`config.mk`:
```
export PLATFORM = sky130hd
export DESIGN_NAME = mux_sweep_ctrl
export DESIGN_NICKNAME = d
export VERILOG_FILES = /design/src/rtl/mux_sweep_ctrl.sv
export SDC_FILE = /design/constraint.sdc
export NUM_CORES = 1
export LEC_CHECK = 0
export BUFFER_PORTS_ARGS = -buffer_cell sky130_fd_sc_hd__buf_2
export CORE_UTILIZATION = 45
export DETAILED_ROUTE_END_ITERATION = 10
export PLACE_DENSITY = 0.66
export RECOVER_POWER = 50
export SYNTH_ARGS = -nofsm -noshare
export SYNTH_HDL_FRONTEND = slang
export SYNTH_SLANG_ARGS = --single-unit
export TNS_END_PERCENT = 100
```
`constraint.sdc`:
```
create_clock -name clk -period 2.3 [get_ports clk]
set_input_delay 0.115 -clock clk [delete_from_list [all_inputs] [get_ports clk]]
set_output_delay 0.115 -clock clk [all_outputs]
set_load 0.02 [all_outputs]
```
`src/rtl/mux_sweep_ctrl.sv`:
```
// mux_sweep_ctrl: sweeps the eight {a,b,c} input combinations of a 3-input
// mux-expression datapath in ascending order. Each vector is held for SETTLE
// cycles and then s is sampled for one cycle. The controller builds a truth
// table, counts the vectors that differ from EXPECTED, and reports done/pass.
//
// Handshake: start is a level request. It is accepted on any rising edge where
// the controller is in IDLE and reset is low. It is ignored while busy. done
// is a one-cycle registered pulse, and the controller is back in IDLE during
// that cycle, so a start held high there begins the next sweep on that edge.
module mux_sweep_ctrl #(
  parameter int unsigned SETTLE   = 2,
  parameter logic [7:0]  EXPECTED = 8'h99
) (
  input  logic       clk,
  input  logic       reset,
  input  logic       start,
  input  logic       s_in,
  output logic       a_out,
  output logic       b_out,
  output logic       c_out,
  output logic       busy,
  output logic       done,
  output logic [7:0] table_out,
  output logic [3:0] err_cnt,
  output logic       pass
);

  typedef enum logic [1:0] {
    IDLE   = 2'd0,
    WAIT   = 2'd1,
    SAMPLE = 2'd2
  } state_t;

  localparam logic [3:0] SETTLE_LAST = 4'(SETTLE - 1);

  state_t     state;
  state_t     state_next;
  logic [2:0] idx;
  logic [3:0] cnt;
  logic       mismatch;
  logic [3:0] err_next;

  // Compare the sample against the expected table. The maximum count is 8, so
  // a 4-bit counter cannot wrap.
  assign mismatch = (s_in != EXPECTED[idx]);
  assign err_next = err_cnt + {3'b000, mismatch};

  // State register.
  always_ff @(posedge clk) begin
    if (reset) state <= IDLE;
    else       state <= state_next;
  end

  // Next-state logic.
  always_comb begin
    state_next = state;
    case (state)
      IDLE:    if (start) state_next = WAIT;
      WAIT:    if (cnt == SETTLE_LAST) state_next = SAMPLE;
      SAMPLE:  state_next = (idx == 3'd7) ? IDLE : WAIT;
      default: state_next = IDLE;
    endcase
  end

  // Datapath registers: vector index, settle counter, table, error count, pass, done.
  always_ff @(posedge clk) begin
    if (reset) begin
      idx       <= 3'd0;
      cnt       <= 4'd0;
      table_out <= 8'h00;
      err_cnt   <= 4'd0;
      pass      <= 1'b0;
      done      <= 1'b0;
    end else begin
      done <= 1'b0;
      case (state)
        IDLE: begin
          if (start) begin
            idx       <= 3'd0;
            cnt       <= 4'd0;
            table_out <= 8'h00;
            err_cnt   <= 4'd0;
            pass      <= 1'b0;
          end
        end
        WAIT: begin
          if (cnt != SETTLE_LAST) cnt <= cnt + 4'd1;
        end
        SAMPLE: begin
          table_out[idx] <= s_in;
          err_cnt        <= err_next;
          cnt            <= 4'd0;
          if (idx == 3'd7) begin
            idx  <= 3'd0;
            done <= 1'b1;
            pass <= (err_next == 4'd0);
          end else begin
            idx <= idx + 3'd1;
          end
        end
        default: ;
      endcase
    end
  end

  // Outputs decoded from registers only; s_in never reaches an output combinationally.
  always_comb begin
    busy  = (state != IDLE);
    a_out = idx[2];
    b_out = idx[1];
    c_out = idx[0];
  end

endmodule

```
=== After elaboration in Yosys (flattened, before gate mapping) ===
Memory sizes are Yosys's and may differ from the RTL's. A register that Yosys moved wholly into a read port is not among the register bits.
Index checks and enable logic that the tools add are counted.

* Register bits: 23
* ROM bits: 8
* Input bits: 4
* Output and inout port bits: 18
* Logic and storage cells: 58
* Memories: 1

* Add/sub/neg operators: 3
* $lt $le $gt $ge: 2
* Equal/unequal tests: 10
* Mux-type cells: 23
* Bitwise gates (word level): 1
* Reductions and logical operators: 11

{| class="wikitable"
|+ Memories
! memory !! words !! width !! rd ports !! clocked after memory_dff !! wr ports !! RTL line !! RTL
|-
| (no name shown) || 8 || 1 || 1 || 1 || 0 || 45 || <nowiki>assign mismatch = (s_in != EXPECTED[idx]);</nowiki>
|}

{| class="wikitable"
|+ Operator list
! kind !! count
|-
| $pmux W8 S2 || 1
|-
| $mux W3 || 4
|-
| $pmux W4 S3 || 1
|-
| $bwmux W8 || 1
|-
| $mux W4 || 2
|-
| $mux W8 || 1
|-
| $ne A2 B2 Y1 const B || 4
|-
| $pmux W4 S2 || 1
|-
| $mux W1 || 6
|-
| $pmux W2 S3 || 1
|-
| $pmux W3 S2 || 1
|-
| $reduce_and A3 Y1 || 2
|-
| $add A4 B1 Y4 || 1
|-
| $add A4 B1 Y4 const B || 1
|-
| $eq A4 B1 Y1 const B || 1
|-
| $logic_not A4 Y1 || 1
|-
| $lt A3 B4 Y1 const B || 1
|-
| $mux W2 || 2
|-
| $ne A4 B1 Y1 const B || 1
|-
| $reduce_and A2 Y1 || 2
|-
| $reduce_bool A2 Y1 || 2
|-
| $add A3 B1 Y3 const B || 1
|-
| $demux W1 S3 || 1
|-
| $eq A3 B3 Y1 const B || 1
|-
| other kinds (10) || 10
|}

=== Depth between registers and ports, before layout ===
* Depth in word-level cells: 7
* Depth in mapped cells: 7
* Depth with buffers taken out: 6

=== Worst setup path before layout ===
No wires, ideal clock.

* Kind: flip-flop to flip-flop
* Start: reg idx[1]
* End: reg idx[1]
* Library setup time: 0.059 ns
* Arrival time: 1.725 ns
* Data required time: 2.241 ns
* Path slack: 0.516 ns
* Stages on the path, launching flop included: 5
* Buffers on the path: 0
* Clock period less this slack: 1.784 ns
* Path through: dfxtp_1 ha_1 ha_1 or4b_2 a2bb2o_1

* Word-level cells in the longest chain between the ends: 3
* Elaborated cells between the ends (all ways): 4
* Those cells by class: add/sub (1); eq/ne (1); mux (2)

{| class="wikitable"
|+ Ends and longest elaborated chain
! item !! RTL line !! RTL
|-
| from (decl) || 38 || <nowiki>logic [2:0] idx;</nowiki>
|-
| from (signal assigned) || 98 || <nowiki>idx <= idx + 3'd1;</nowiki>
|-
| $add A3 B1 Y3 / $eq A3 B3 Y1 (equally long branches) || 98, 93 ||
|-
| $mux W3 (*) || 93 || <nowiki>if (idx == 3'd7) begin</nowiki>
|-
| $pmux W3 S2 (*) || 76 || <nowiki>case (state)</nowiki>
|}

Mark *: on every way between the ends. The rest lies on a longest branch, timed or not.
A chain may end at the register's enable or synchronous reset.

=== Worst setup path in the final report ===
* Start: reg state[0]
* End: reg pass

* Word-level cells in the longest chain between the ends: 3
* Elaborated cells between the ends (all ways): 7
* Those cells by class: eq/ne (3); mux (1); reduce/logical (3)

{| class="wikitable"
|+ Ends and longest elaborated chain
! item !! RTL line !! RTL
|-
| from (decl) || 36 || <nowiki>state_t state;</nowiki>
|-
| from (signal assigned) || 51 || <nowiki>else state <= state_next;</nowiki>
|-
| $eq A2 B2 Y1 / $logic_not A2 Y1 (equally long branches) || 76 ||
|-
| $ne A2 B2 Y1 (no source line) / $reduce_bool A2 Y1 (equally long branches) || - ||
|-
| $reduce_and A3 Y1 (no source line) || - ||
|-
| to (signal assigned) || 96 || <nowiki>pass <= (err_next == 4'd0);</nowiki>
|-
| to (decl) || 25 || <nowiki>output logic pass</nowiki>
|}

Parallel ways exist; a longest one is shown, timed or not.

==> results.txt <==
reg2reg setup slack = 440 ps
Post-DP HPWL = 1930 um
All-Layer GR Usage = 19.7%
CTS tree = done
vias in the first global route = 943
clk_skew = 6.81 ps
CTS Buffer Depth = 2
dpl cells = 181
boundary pin count = 22
WL/cell = 14.7 um
Die H = 54.9 um
arrival time worst endpoint = 2070 ps
post-synth top area cell = dfxtp_1
slowest library cell on the worst path = dfxtp_1
largest net degree at the start of global routing = 23
Syn Inst Count = 137
Crit Reg-Reg Endpoint = pass
Clock Latency Late Sink = 300 ps
Inserted Diodes = 0
period utilization = 80.9%
Hold Buf Count CTS = 0
CTS resizes = 0
worst min-delay path category = in2reg
Max Cap Viol = 0
WP data required = 2510 ps
distinct cell type count after synthesis = 44
nets@finish = 166
Seq/Total Area, Yosys = 38.1%
Worst Setup SP = state[0]
reg2reg start = state[0]
root buf cell = clkbuf_4
Vias/cell = 6.11
H-tree lvl count = 1
Critical Path End Type = register
mean post-synth cell area = 9.21 sq um
EDFF count, synth = 0
gr ovfl total = 0
Synth Flop Type = dfxtp_1
placer congestion estimate = 0.822
LEAKAGE = 0.000505 uW
cells on worst reg2reg path = 3
max-slew violation count = 0
Die Wd = 54.9 um
vias post-DR = 1,125
DR pass1 iterations = 4
die area = 3020 sq um
growth of design area from synthesis to finish = 9.92%
post-synthesis register bit count = 24
initial antenna violation count = 0
WHS = 130 ps
global-route wire length before repair = 4260 um
CP cell instances = or3b_1 -> or4_1 -> o41ai_2
Iteration-0 DRC Markers = 29
max_slew headroom = 53.4%
final setup fails = 0
Worst-Margin Slew = 697 ps
critical path type = reg2reg
Synth area leaders = dfxtp_1 38%, ha_1 6.0%, a21oi_1 4.4%
RSZ-0062 raised after global routing = no
# port buffers = 21
most frequent cells in the layout = 24 x dfxtp_1, 17 x clkbuf_1, 11 x a21oi_1, 8 x inv_1
layout cells sized above 1 = 12.3%
Fmax achieved = 537 MHz
crit path max fanout = 21
Post-DRT Antenna Nets = 0
crit path capture = pass
syn nets = 147
min Tclk post-route = 1860 ps
cell area after synthesis = 1260 sq um
Crit path largest cell delay = 530 ps
Post-CTS Setup Bufs = 0
asr flop ratio synth = 0%
status = finished, final reports clean
clock-pin slew on the worst setup and hold paths = 130 ps
most common cell after layout, fill and taps aside = dfxtp_1
crit start category = register
setup TNS = 0 ps
Rows = 18
Post-Route WL = 2700 um
Initial Utilization = 49.1%
# clock sinks = 24
Yosys warnings = 0
TritonCTS buffer count = 3
pwr dens = 494 nW/um^2
Post-Layout Cell Count = 184
core area = 2570 sq um
DRC = 0
peak supply drop = 0.366 mV
Yosys top cell area share = 38.1%
final number of hold-violating endpoints = 0
==> power by group <==
| group | total, uW | internal (uW) | leakage, uW | switching (uW) |
|---|---|---|---|---|
| clock network | 178 | 61.1 | 0.0000138 | 117 |
| registers | 435 | 421 | 0.000194 | 13.6 |
| logic | 72.1 | 28.5 | 0.000298 | 43.6 |
==> cell families (layout without fill, tap and decap cells) <==
group,Yosys count,after routing,synth area share (%)
mux,1,1,0.794
flops,24,24,38.1
simple gates,44,44,23.2
fa+ha+maj,6,6,5.95
compound gates,40,40,24.0
buf+inv,19,36,5.85
xor+xnor,3,3,2.08
==> cell usage after synthesis, types with 2 or more instances <==
library cell,count
a21oi_1,11
a22o_1,5
buf_2,2
clkbuf_1,9
dfxtp_1,24
ha_1,6
inv_1,8
nand2_1,3
nand2b_1,6
nand3_1,3
nand4b_1,6
nor2_1,6
nor3b_1,3
o211ai_1,5
o311ai_0,2
o32ai_1,4
or2_2,2
or3_1,2
or3b_1,2
or3b_2,2
or4_1,2
xor2_1,2
==> per-layer routing <==
layer | part of all wire [%] | up-vias | wire length (um) | global-route usage, %
met1 | 49 | 550 | 1310 | 27.5
met2 | 47 | 22 | 1270 | 30.9
li1 | - | 551 | - | -
met5 | 0 | - | 0 | 0
met3 | 3.8 | 2 | 103 | 2.46
met4 | 0.70 | 0 | 19 | 7.50
==> cell type report <==
cell class,count,area (sq um)
well taps,30,37.5
multi-input cells,94,707
repair buffers,25,109
fillers,260,1180
inverters,8,30.0
clock buffers,3,22.5
flip-flops and latches,24,480
==> critical path: cells and delay by family (launching register included) <==
family	cells	cell delay, ps
AOI/OAI and AO/OA	1	280
and+or+nand+nor	2	970
DFF	1	530
==> registers in the layout, summed over array words and instances (netlist names), named ones only <==
register,cells
err_cnt,4
table_out,8
idx,3
cnt,4
done,1
pass,1
state,2
==> per-stage QoR <==
stage	util (%)	total power (uW)	worst slack, ps	instance area (sq um)
finish	54.0	685	439	1390
global placement	54.1	513	518	1390
CTS	55.0	691	438	1410
floorplan	-	496	516	1260
global route	54.0	719	321	1390
detailed placement	54.1	515	463	1390
==> worst min path at each step <==
| stage | from | endpoint | slack (ps) | cells past startpoint |
|---|---|---|---|---|
| after floorplan | start | cnt[0] | 350 | 3 |
| after global placement | s_in | table_out[0] | 450 | 3 |
| after detailed placement | table_out[6] | table_out[6] | 470 | 2 |
| after CTS | s_in | table_out[0] | 120 | 3 |
| after global routing | s_in | table_out[0] | 130 | 3 |
| final | s_in | table_out[0] | 130 | 3 |
No activity file was read; power rests on OpenSTA's default activity.
